**src/rtl/dllp_ack_decoder.sv**
```systemverilog
// Receive-side Ack/Nak DLLP decoder: reassembles 3-word DLLPs, verifies CRC-16 and
// emits a one-cycle ack_nack strobe with the sequence number for the replay buffer.
module dllp_ack_decoder #(
    parameter logic [7:0]  ACK_TYPE = 8'h00,
    parameter logic [7:0]  NAK_TYPE = 8'h10,
    parameter logic [15:0] CRC_INIT = 16'hFFFF
) (
    input  logic        clk,
    input  logic        reset,
    input  logic        din_valid,
    input  logic        din_sop,
    input  logic [15:0] din,
    output logic [1:0]  ack_nack,
    output logic [11:0] seq,
    output logic [7:0]  crc_err_cnt,
    output logic [7:0]  drop_cnt
);

    localparam logic [15:0] CRC_POLY = 16'h100B;

    typedef enum logic [1:0] {
        IDLE  = 2'd0,
        GOT0  = 2'd1,
        GOT1  = 2'd2,
        CHECK = 2'd3
    } state_t;

    state_t      state;
    logic [7:0]  type_q;
    logic [11:0] seq_q;
    logic [15:0] crc_q;
    logic [15:0] w2_q;

    // Sixteen MSB-first steps of the CRC-16 LFSR, folding one whole word per cycle.
    function automatic logic [15:0] crc_word(input logic [15:0] crc_in, input logic [15:0] word);
        logic [15:0] c;
        logic        fb;
        c = crc_in;
        for (int i = 15; i >= 0; i--) begin
            fb = c[15] ^ word[i];
            c  = {c[14:0], 1'b0};
            if (fb) begin
                c = c ^ CRC_POLY;
            end
        end
        return c;
    endfunction

    function automatic logic [7:0] sat_inc(input logic [7:0] v);
        return (v == 8'hFF) ? v : v + 8'd1;
    endfunction

    always_ff @(posedge clk or posedge reset) begin
        if (reset) begin
            state       <= IDLE;
            type_q      <= 8'h00;
            seq_q       <= 12'h000;
            crc_q       <= CRC_INIT;
            w2_q        <= 16'h0000;
            ack_nack    <= 2'b00;
            seq         <= 12'h000;
            crc_err_cnt <= 8'h00;
            drop_cnt    <= 8'h00;
        end else begin
            ack_nack <= 2'b00;
            case (state)
                IDLE: begin
                    if (din_valid && din_sop) begin
                        type_q <= din[15:8];
                        crc_q  <= crc_word(CRC_INIT, din);
                        state  <= GOT0;
                    end
                end
                GOT0: begin
                    if (din_valid) begin
                        if (din_sop) begin
                            // A fresh sop abandons the partial frame and becomes its W0.
                            drop_cnt <= sat_inc(drop_cnt);
                            type_q   <= din[15:8];
                            crc_q    <= crc_word(CRC_INIT, din);
                            state    <= GOT0;
                        end else begin
                            seq_q <= din[11:0];
                            crc_q <= crc_word(crc_q, din);
                            state <= GOT1;
                        end
                    end
                end
                GOT1: begin
                    if (din_valid) begin
                        if (din_sop) begin
                            drop_cnt <= sat_inc(drop_cnt);
                            type_q   <= din[15:8];
                            crc_q    <= crc_word(CRC_INIT, din);
                            state    <= GOT0;
                        end else begin
                            w2_q  <= din;
                            state <= CHECK;
                        end
                    end
                end
                CHECK: begin
                    state <= IDLE;
                    if (w2_q != ~crc_q) begin
                        crc_err_cnt <= sat_inc(crc_err_cnt);
                    end else if (type_q == ACK_TYPE) begin
                        ack_nack <= 2'b01;
                        seq      <= seq_q;
                    end else if (type_q == NAK_TYPE) begin
                        ack_nack <= 2'b10;
                        seq      <= seq_q;
                    end else begin
                        drop_cnt <= sat_inc(drop_cnt);
                    end
                end
                default: state <= IDLE;
            endcase
        end
    end

endmodule
```
**config.mk**
```make
export PLATFORM = sky130hd
export DESIGN_NAME = dllp_ack_decoder
export DESIGN_NICKNAME = d
export VERILOG_FILES = /design/src/rtl/dllp_ack_decoder.sv
export SDC_FILE = /design/constraint.sdc
export NUM_CORES = 1
export LEC_CHECK = 0
export CORE_MARGIN = 2
export CORE_UTILIZATION = 60
export CTS_CLUSTER_DIAMETER = 60
export CTS_CLUSTER_SIZE = 28
export DETAILED_ROUTE_END_ITERATION = 6
export PLACE_DENSITY = 0.9
export SETUP_SLACK_MARGIN = 0.02
export SLEW_MARGIN = 5
export SYNTH_ARGS = -nofsm -noshare
export SYNTH_HDL_FRONTEND = slang
export SYNTH_SLANG_ARGS = --single-unit
export TNS_END_PERCENT = 5
```
**constraint.sdc**
```tcl
create_clock -name clk -period 7.2 [get_ports clk]
set_clock_uncertainty 0.15 [all_clocks]
set_input_delay 1.44 -clock clk [delete_from_list [all_inputs] [get_ports clk]]
set_output_delay 1.44 -clock clk [all_outputs]
set_load 0.01 [all_outputs]
```
==> results.md, run 1 <==
* Peak VDD IR at 358 uV
* RSZ-0062 raised after global routing: no
* FFs w/ async S/R, synth at 100%
* Starting Density at 61.4%
* Yosys cell types at 48
* Crit path kind: in -> reg
* Vias per cell at 5.77
* Max Fclk at 0.249 GHz
* Initial antenna violation count at 0
* Routed len/inst at 19.9 um
* Die ar. at 0.00912 mm2
* Setup bufs post-CTS at 0
* Global-route wire length before repair at 18,400 um
* Clock transition at path regs at 0.10 ns
* CP required at 7.34 ns
* CP endpoint kind: flip-flop
* # hold bufs at CTS at 0
* Port buffer count at 49
* Die H at 95.5 um
* Post-synthesis sequential area ratio at 42.2%
* Register-to-Register Path Depth at 5
* Placed cell areas at 0.00553 mm2
* Detailed placement HPWL at 8360 um
* Crit share post-route at 55.7%
* Worst skew pair latency at 0.37 ns
* Most frequent cell after synthesis: xnor2_1
* Worst slew margin at 23.3%
* Num Clock Sinks at 84
* Top post-synthesis cells by area: dfrtp_1 (34%), xnor2_1 (14%), mux2_2 (11%)
* Area leader, netlist: dfrtp_1
* Maxcap violations at 0
* # IOs at 50
* Largest net degree at the start of global routing at 85
* Syn Std Cell Area at 0.00502 mm2
* Row cnt at 33
* Setup tns final at 0 ns
* Top cell type's share of synthesized area at 33.9%
* Minimum clock period at 4.01 ns
* Final ANT Viol Nets at 0
* Number of buffers created by CTS at 9
* Power Density at 564 mW/mm2
* Commonest cells post-synth: xnor2_1 (81), dfrtp_1 (68), mux2_2 (50), xor2_1 (46), nand2_1 (28)
* Vias at 3,319
* R2R Setup Slk at 4.02 ns
* Finished Cell Area at 0.00571 mm2
* CTS tree: done
* Final GP Congestion at 0.915
* Layout cells sized above 1 at 20.4%
* Post-synth EDFFs at 0
* Clock Tree Buf Depth at 2
* Final Hold Vio Count at 0
* Run status: complete, no violations
* Crit path DAT at 4.15 ns
* Iter 0 DRT Violations at 222
* Gr ovfl total at 0
* Post-Route WL at 11,400 um
* Number of global-route vias before repair at 3,344
* Core area at 0.00818 mm2
* R2r endpoint: seq[11]
* Maximum fanout along the worst path at 8
* Die width at 95.5 um
* Syn Area/Cell at 11.8 um2
* Post-Syn Nets at 453
* N_diodes at 0
* Setup Viol. Count Final at 0
* Root buf cell: clkbuf_8
* Gate Count Post-Synth at 426
* DRC violations left at 0
* Hold path startpoint: type_q[4]
* Worst setup SP type: input port
* Worst Hold End: ack_nack[0]
* P_leak at 2.48 nW
* Least-Margin Pin Slew at 1.15 ns
* Top FF cell, synth: dfrtp_1
* Layout area overhead at 13.7%
* Nets at 492
* Worst hold-check path type: reg -> reg
* #FFs+latches synth at 84
* Hold Crit Depth at 1
* Reg2reg start: crc_q[12]
* H-tree depth at 3
* Synth warnings at 0
* Post-cts resize count at 0
* All-Layer GR Usage at 27.6%
* Max-slew violations at 0
* Drt pass-1 iters at 5
[cells in the final DEF, fill, tap and decap left out, drive strengths merged, types with 2 or more instances in the layout]
cell type	synthesis	routed
a31oi	2	2
o21ai	11	11
xnor3	9	9
ha	7	7
a21o	2	2
a22oi	3	3
nor2	17	17
mux2i	2	2
nor3	7	7
inv	5	8
xnor2	84	84
nand2	28	28
a22o	2	2
dfrtp	68	68
a211o	2	2
a221o	2	2
clkdlybuf4s50	0	49
nand4	7	7
clkbuf	9	9
dfstp	16	16
mux2	50	50
a21oi	8	8
clkinv	0	4
nand3	7	7
xor3	4	4
xor2	47	47
[worst max-delay path: stages]
cell             delay (ns)
clkdlybuf4s50_1        0.80
xnor3_2                0.51
xor3_4                 0.54
xnor2_2                0.37
xnor2_1                0.15
xnor2_1                0.15
o31ai_2                0.18
[routing by layer]
| metal | wire [um] | vias to the layer above | global-route usage (%) |
|---|---|---|---|
| met5 | 0 | - | 0 |
| met1 | 5090 | 1684 | 38.0 |
| met3 | 515 | 24 | 3.48 |
| met4 | 325 | 0 | 12.4 |
| met2 | 5490 | 92 | 44.0 |
| li1 | - | 1519 | - |
[worst max-delay path by stage]
stage,startpoint,end,slack (ns),cells past startpoint
finish,din[12],crc_q[3],3.19,7
detailed placement,din[8],crc_q[3],2.85,7
global placement,din[8],crc_q[3],2.90,7
CTS,din[8],crc_q[3],3.20,7
global route,din[12],crc_q[3],3.09,7
floorplan,reset,ack_nack[0],3.47,1
[through the flow]
step | cells | utilization [%] | hold WS [ns] | total power [mW] | setup WS (ns)
after floorplan | 426 | - | 0.268 | 2.46 | 3.47
after global placement | 559 | 67.7 | 0.293 | 2.80 | 2.90
after detailed placement | 559 | 67.7 | 0.314 | 2.88 | 2.85
after CTS | 575 | 69.9 | 0.329 | 3.22 | 3.20
after global routing | 575 | 69.9 | 0.355 | 3.43 | 3.09
final | 575 | 69.9 | 0.336 | 3.22 | 3.19
[sequential cells by signal (all words and copies together) (netlist names)]
signal / flops
w2_q: 16
crc_q: 16
crc_err_cnt: 8
ack_nack: 2
state: 2
drop_cnt: 8
type_q: 8
seq_q: 12
seq: 12
[cell families (layout without fill, tap and decap cells)]
family,after synthesis,count (layout),share of synthesized area [%]
buf+inv,27,71,2.76
xor+xnor,144,144,29.8
fa+ha+maj,7,7,1.74
simple gates,73,73,6.60
compound gates,39,39,5.26
flops,84,84,42.2
mux,52,52,11.6
[cell type report]
class / count / area, um2
fillers: 583 / 2460
inverters: 5 / 20.0
clock buffers: 9 / 124
well taps: 105 / 131
multi-input cells: 315 / 2760
clock inverters: 7 / 56.3
repair buffers: 50 / 498
flip-flops and latches: 84 / 2120
[report_power, final]
| part | internal (mW) | total [mW] | switching (mW) |
|---|---|---|---|
| sequential | 0.685 | 0.880 | 0.196 |
| clock | 0.131 | 0.326 | 0.195 |
| combinational | 1.03 | 2.02 | 0.986 |
(Power assumes the default switching activity.)
==> inputs of run 2 (changes only) <==
--- a/config.mk
+++ b/config.mk
@@ -6,11 +6,11 @@
 export NUM_CORES = 1
 export LEC_CHECK = 0
 export CORE_MARGIN = 2
-export CORE_UTILIZATION = 60
+export CORE_UTILIZATION = 52
 export CTS_CLUSTER_DIAMETER = 60
 export CTS_CLUSTER_SIZE = 28
 export DETAILED_ROUTE_END_ITERATION = 6
-export PLACE_DENSITY = 0.9
+export PLACE_DENSITY = 0.84
 export SETUP_SLACK_MARGIN = 0.02
 export SLEW_MARGIN = 5
 export SYNTH_ARGS = -nofsm -noshare
==> constraint.sdc (replaced) <==
create_clock -name clk -period 3.6 [get_ports clk]
set_clock_uncertainty 0.15 [all_clocks]
set_input_delay 0.72 -clock clk [delete_from_list [all_inputs] [get_ports clk]]
set_output_delay 0.72 -clock clk [all_outputs]
set_load 0.01 [all_outputs]
==> run 2 against run 1 <==
Effect of this change: routed wire length shrank 0.18%; non-clock buffer count grew 14; sequential power grew 95%; setup slack lost 2.6 ns; sequential share of layout area shrank 1.2 points; critical path type unchanged.
==> results.md, run 2 (same netlist as run 1, synthesis figures left out) <==
* Number of global-route vias before repair at 3,539 (+5.8%)
* Iter 0 DRT Violations at 234 (+5.4%)
* Run status: complete, no violations
* Nets at 506 (+2.8%)
* Max-slew violations at 0 (unchanged)
* Vias at 3,380 (+1.8%)
* Routed len/inst at 18.6 um (-6.4%)
* Final worst setup slack at 0.590 ns (-2.60 ns)
* Core area at 0.00933 mm2 (+14%)
* Worst skew pair latency at 0.37 ns (about the same)
* Most frequent cells in the layout: xnor2_1 (81), dfrtp_1 (68), mux2_2 (50), clkdlybuf4s50_1 (49), xor2_1 (46)
* Peak VDD IR at 670 uV (+87%)
* Number of buffers created by CTS at 9 (unchanged)
* DRC violations left at 0 (unchanged)
* Clock Tree Buf Depth at 2 (unchanged)
* All-Layer GR Usage at 24.1% (-3.5 points)
* Clock transition at path regs at 0.08 ns (-0.02 ns)
* Worst slew margin at 42.6% (+19 points)
* Worst hold-check path type: reg -> reg
* Top Registers: crc_q: 16 flops, w2_q: 16 flops
* Post-cts resize count at 0 (unchanged)
* Finished Cell Area at 0.00590 mm2 (+3.3%)
* Root buf cell: clkbuf_8
* N_diodes at 0 (unchanged)
* Layout cells sized above 1 at 22.7% (+2.3 points)
* Max Fclk at 0.332 GHz
* CP required at 3.73 ns (-3.61 ns)
* Die ar. at 0.0105 mm2 (+15%)
* # hold bufs at CTS at 0 (unchanged)
* RSZ-0062 raised after global routing: no
* Dpl ws at 0.208 ns (-2.64 ns)
* Power Density at 1100 mW/mm2 (+96%)
* Port buffer count at 49 (unchanged)
* Largest net degree at the start of global routing at 48 (-44%)
* Row cnt at 35 (+6.1%)
* Minimum clock period at 3.01 ns
* Num Clock Sinks at 84 (unchanged)
* Fill count at 691 (+19%)
* P_leak at 2.57 nW (+3.3%)
* H-tree depth at 3 (unchanged)
* Starting Density at 53.9% (-7.6 points)
* Setup tns final at 0 ns (unchanged)
* Maximum fanout along the worst path at 4 (-4)
* Layout area overhead at 17.5%
* # IOs at 50 (unchanged)
* Crit path DAT at 3.14 ns (-1.01 ns)
* Crit path kind: in -> reg
* Setup bufs post-CTS at 0 (unchanged)
* Drt pass-1 iters at 4 (-1)
* CP endpoint kind: flip-flop
* Most common cell after layout, fill and taps aside: xnor2_1
* CTS tree: done
* Least-Margin Pin Slew at 0.861 ns (-0.285 ns)
* Die H at 102 um (+7.1%)
* Initial antenna violation count at 0 (unchanged)
* Final hold slack at 0.341 ns (+0.00483 ns)
* Maxcap violations at 0 (unchanged)
* Placed cell areas at 0.00568 mm2 (+2.7%)
* Gr ovfl total at 0 (unchanged)
* Crit share post-route at 83.6%
* Detailed placement HPWL at 8300 um (-0.77%)
* Final Hold Vio Count at 0 (unchanged)
* Global-route wire length before repair at 18,800 um (+2.1%)
* Vias per cell at 5.51 (-4.5%)
* Setup Viol. Count Final at 0 (unchanged)
* Final GP Congestion at 0.941 (+2.8%)
* Die width at 102 um (+7.1%)
* Worst setup SP type: input port
* Final ANT Viol Nets at 0 (unchanged)
* Final Total Pwr at 6.52 mW (+100%)
* Post-Route WL at 11,400 um (-0.18%)
run 2: path summary, 6_finish.rpt:
kind / start / to / slack [ns] / cells after the start
hold reg to reg: crc_q[2] / crc_q[2] / 0.34 / 2
setup / recovery: din[8] / crc_q[3] / 0.59 / 7
min in group asynchronous: reset / crc_err_cnt[7] / 0.59 / 2
setup reg to reg: crc_q[2] / drop_cnt[6] / 0.64 / 6
hold / removal: crc_q[2] / crc_q[2] / 0.34 / 2
max in group asynchronous: reset / crc_q[10] / 1.97 / 3
run 2: power by group:
part / switching [mW] / internal [mW] / leakage (nW)
sequential: 0.356 / 1.37 / 1.04
combinational: 1.94 / 2.09 / 1.42
clock: 0.371 / 0.394 / 0.106
run 2: final cells by class:
| cell class | count | area (um2) | share of cell area [%] |
|---|---|---|---|
| Timing Repair Buffer | 64 | 616 | 10.4 |
| Clock inverter | 7 | 97.6 | 1.65 |
| Tap cell | 129 | 161 | 2.73 |
| Inverter | 5 | 20.0 | 0.339 |
| Multi-Input combinational cell | 315 | 2760 | 46.8 |
| Clock buffer | 9 | 124 | 2.10 |
| Sequential cell | 84 | 2120 | 35.9 |
run 2: metal layers:
layer | vias to the layer above | part of all wire, % | global-route usage [%] | wire length (um)
met2 | 112 | 48 | 38.0 | 5500
li1 | 1544 | - | - | -
met4 | 0 | 2.5 | 11.1 | 288
met5 | - | 0 | 0 | 0
met1 | 1699 | 44 | 32.7 | 5000
met3 | 25 | 5.3 | 4.51 | 607
run 2: metrics by stage:
| step | utilization, % | cells |
|---|---|---|
| 6_report | 63.3 | 613 |
| 3_3_place_gp | 60.9 | 597 |
| 4_1_cts | 63.3 | 613 |
| 5_1_grt | 63.3 | 613 |
| 3_5_place_dp | 60.9 | 597 |
| 2_1_floorplan | - | 426 |
run 2: worst max-delay path, cell delays in order:
cell and delay [ns]:
clkdlybuf4s50_1 0.56, xnor3_2 0.53, xor3_4 0.52, xnor2_2 0.33, xnor2_1 0.14, xnor2_1 0.15
o31ai_2 0.18
==> inputs of run 3 (changes only) <==
--- a/config.mk
+++ b/config.mk
@@ -6,11 +6,11 @@
 export NUM_CORES = 1
 export LEC_CHECK = 0
 export CORE_MARGIN = 2
-export CORE_UTILIZATION = 52
+export CORE_UTILIZATION = 58
 export CTS_CLUSTER_DIAMETER = 60
 export CTS_CLUSTER_SIZE = 28
 export DETAILED_ROUTE_END_ITERATION = 6
-export PLACE_DENSITY = 0.84
+export PLACE_DENSITY = 0.88
 export SETUP_SLACK_MARGIN = 0.02
 export SLEW_MARGIN = 5
 export SYNTH_ARGS = -nofsm -noshare
==> constraint.sdc (replaced) <==
create_clock -name clk -period 2.9 [get_ports clk]
set_clock_uncertainty 0.15 [all_clocks]
set_input_delay 0.58 -clock clk [delete_from_list [all_inputs] [get_ports clk]]
set_output_delay 0.58 -clock clk [all_outputs]
set_load 0.01 [all_outputs]
==> run 3 against run 2 <==
Effect of this change: utilization grew 11 points; first-iteration DRC count rose by 35%; power increased by 38%; clock power increased by 27%; sequential cell count did not move; die area shrank 10%; sequential power up 22%; register-to-register slack worse by 0.36 ns; sequential share of layout area down 1.6 points.
==> results.md, run 3 (same netlist as run 1, synthesis figures left out) <==
* Minimum clock period at 2.75 ns
* All-Layer GR Usage at 28.9% (+4.7 points)
* Clock Tree Buf Depth at 2 (unchanged)
* Crit path kind: in -> reg
* Root buf cell: clkbuf_8
* Worst skew pair latency at 0.36 ns (about the same)
* Delay-heaviest family, CP: XOR/XNOR gates
* Detailed placement HPWL at 9280 um (+12%)
* RSZ-0062 raised after global routing: no
* Final Total Pwr at 8.99 mW (+38%)
* Placed cells at 611 (+2.3%)
* # IOs at 50 (unchanged)
* Post-cts resize count at 0 (unchanged)
* Vias per cell at 5.94 (+7.7%)
* Die H at 97.1 um (-5.1%)
* Buf/Inv on CP at 2 (+1)
* Worst hold-check path type: reg -> reg
* Setup bufs post-CTS at 0 (unchanged)
* Fill count at 511 (-26%)
* Final ANT Viol Nets at 0 (unchanged)
* Post-Route WL at 13,000 um (+14%)
* Max Fclk at 0.364 GHz
* Clock transition at path regs at 0.09 ns (about the same)
* H-tree depth at 3 (unchanged)
* Vias at 3,725 (+10%)
* Final GP Congestion at 1.02 (+8.8%)
* CTS tree: done
* Most common cell after layout, fill and taps aside: xnor2_1
* Starting Density at 60.5% (+6.7 points)
* Maxcap violations at 0 (unchanged)
* Iter 0 DRT Violations at 317 (+35%)
* Number of buffers created by CTS at 9 (unchanged)
* Peak VDD IR at 1020 uV (+52%)
* Most frequent cells in the layout: xnor2_1 (81), dfrtp_1 (68), buf_4 (51), mux2_2 (50), clkdlybuf4s50_1 (49)
* R2r endpoint: seq[3]
* WP depth at 8 (+1)
* Register-to-Register Path Depth at 6 (unchanged)
* DRC violations left at 0 (unchanged)
* Layout area overhead at 23.0%
* Die ar. at 0.00942 mm2 (-10%)
* Maximum fanout along the worst path at 4 (unchanged)
* CP Capture Point: crc_q[2]
* Run status: complete, no violations
* Die width at 97.1 um (-5.1%)
* Initial antenna violation count at 0 (unchanged)
* Crit path DAT at 2.91 ns (-0.23 ns)
* Worst slew margin at 46.2% (+3.6 points)
* Largest net degree at the start of global routing at 44 (-8.3%)
* Worst setup SP type: input port
* Final Hold Vio Count at 0 (unchanged)
* Num Clock Sinks at 84 (unchanged)
* Core area at 0.00830 mm2 (-11%)
* Least-Margin Pin Slew at 0.803 ns (-0.0572 ns)
* CP required at 3.06 ns (-0.67 ns)
* # hold bufs at CTS at 0 (unchanged)
* Gr ovfl total at 0 (unchanged)
* Layout cells sized above 1 at 28.4% (+5.6 points)
* Drt pass-1 iters at 5 (+1)
* Reg2reg start: crc_q[2]
* Setup Viol. Count Final at 0 (unchanged)
* Power Density at 1450 mW/mm2 (+32%)
* Nets at 544 (+7.5%)
* Global-route wire length before repair at 21,300 um (+13%)
* CP endpoint kind: flip-flop
* Fin util at 74.4% (+11 points)
* Number of global-route vias before repair at 4,013 (+13%)
* Setup tns final at 0 ns (unchanged)
* P_leak at 2.76 nW (+7.6%)
* N_diodes at 0 (unchanged)
* Max-slew violations at 0 (unchanged)
* Critical path cell sequence: clkdlybuf4s50_1 -> xnor3_2 -> xor3_2 -> xor2_2 -> buf_4 -> xor2_1 -> o21ai_0 -> nand2_1
* Top Registers: crc_q: 16 flops, w2_q: 16 flops
* Launch point of the worst path: din[10]
* Crit share post-route at 94.7%
* Max incr delay on CP at 0.51 ns (-0.05 ns)
* R2R Setup Slk at 0.28 ns (-0.36 ns)
* CP max-delay cell: clkdlybuf4s50_1
* Port buffer count at 49 (unchanged)
* Final Non-Filler Cells at 627 (+2.3%)
* Row cnt at 33 (-5.7%)
* Routed len/inst at 20.8 um (+12%)
run 3: changes by cell type in the layout (fill, tap and decap cells not counted):
cell	change
buf_4	+37
buf_12	+1
clkinvlp_4	-2
inv_6	+2
clkinv_2	-1
clkinv_4	+1
run 3: worst min path at each step:
stage                     startpoint          end  slack [ns]  depth (start not counted)
after floorplan            type_q[4]  ack_nack[0]        0.27                          1
after CTS                   crc_q[2]     crc_q[2]        0.34                          2
final                       crc_q[2]     crc_q[2]        0.34                          2
after detailed placement    crc_q[2]     crc_q[2]        0.33                          2
after global placement     type_q[4]  ack_nack[0]        0.32                          1
after global routing        crc_q[2]     crc_q[2]        0.37                          2
run 3: worst min-delay path: cells and delay by family, from the launching register on:
kind             cells  cell delay [ns]
flip-flops           1             0.40
AND/OR/NAND/NOR      2             0.11
run 3: power breakdown:
part	total [mW]	switching, mW	internal [mW]
Combinational	5.93	2.80	3.13
Sequential	2.09	0.392	1.69
Clock	0.969	0.470	0.499
run 3: cell type report:
class                           instances  area [um2]  area share (%)
Clock inverter                          7         104            1.68
Tap cell                              105         131            2.13
Timing Repair Buffer                  102         913            14.8
Multi-Input combinational cell        315        2760            44.7
Inverter                                5        20.0           0.324
Clock buffer                            9         124            2.01
Sequential cell                        84        2120            34.4
run 3: layer usage:
layer	up-vias	wire length, um	GRT usage, %
li1	1616	-	-
met1	1895	5200	37.1
met2	168	6560	47.7
met3	46	793	5.76
met4	0	481	12.6
met5	-	0	0
run 3: through the flow:
stage	setup slack [ns]	instance area (um2)	hold slack, ns
floorplan	0.0313	5020	0.268
global placement	-0.0710	5950	0.321
detailed placement	-0.150	5950	0.331
CTS	0.164	6180	0.344
global route	0.0794	6180	0.367
finish	0.154	6180	0.345
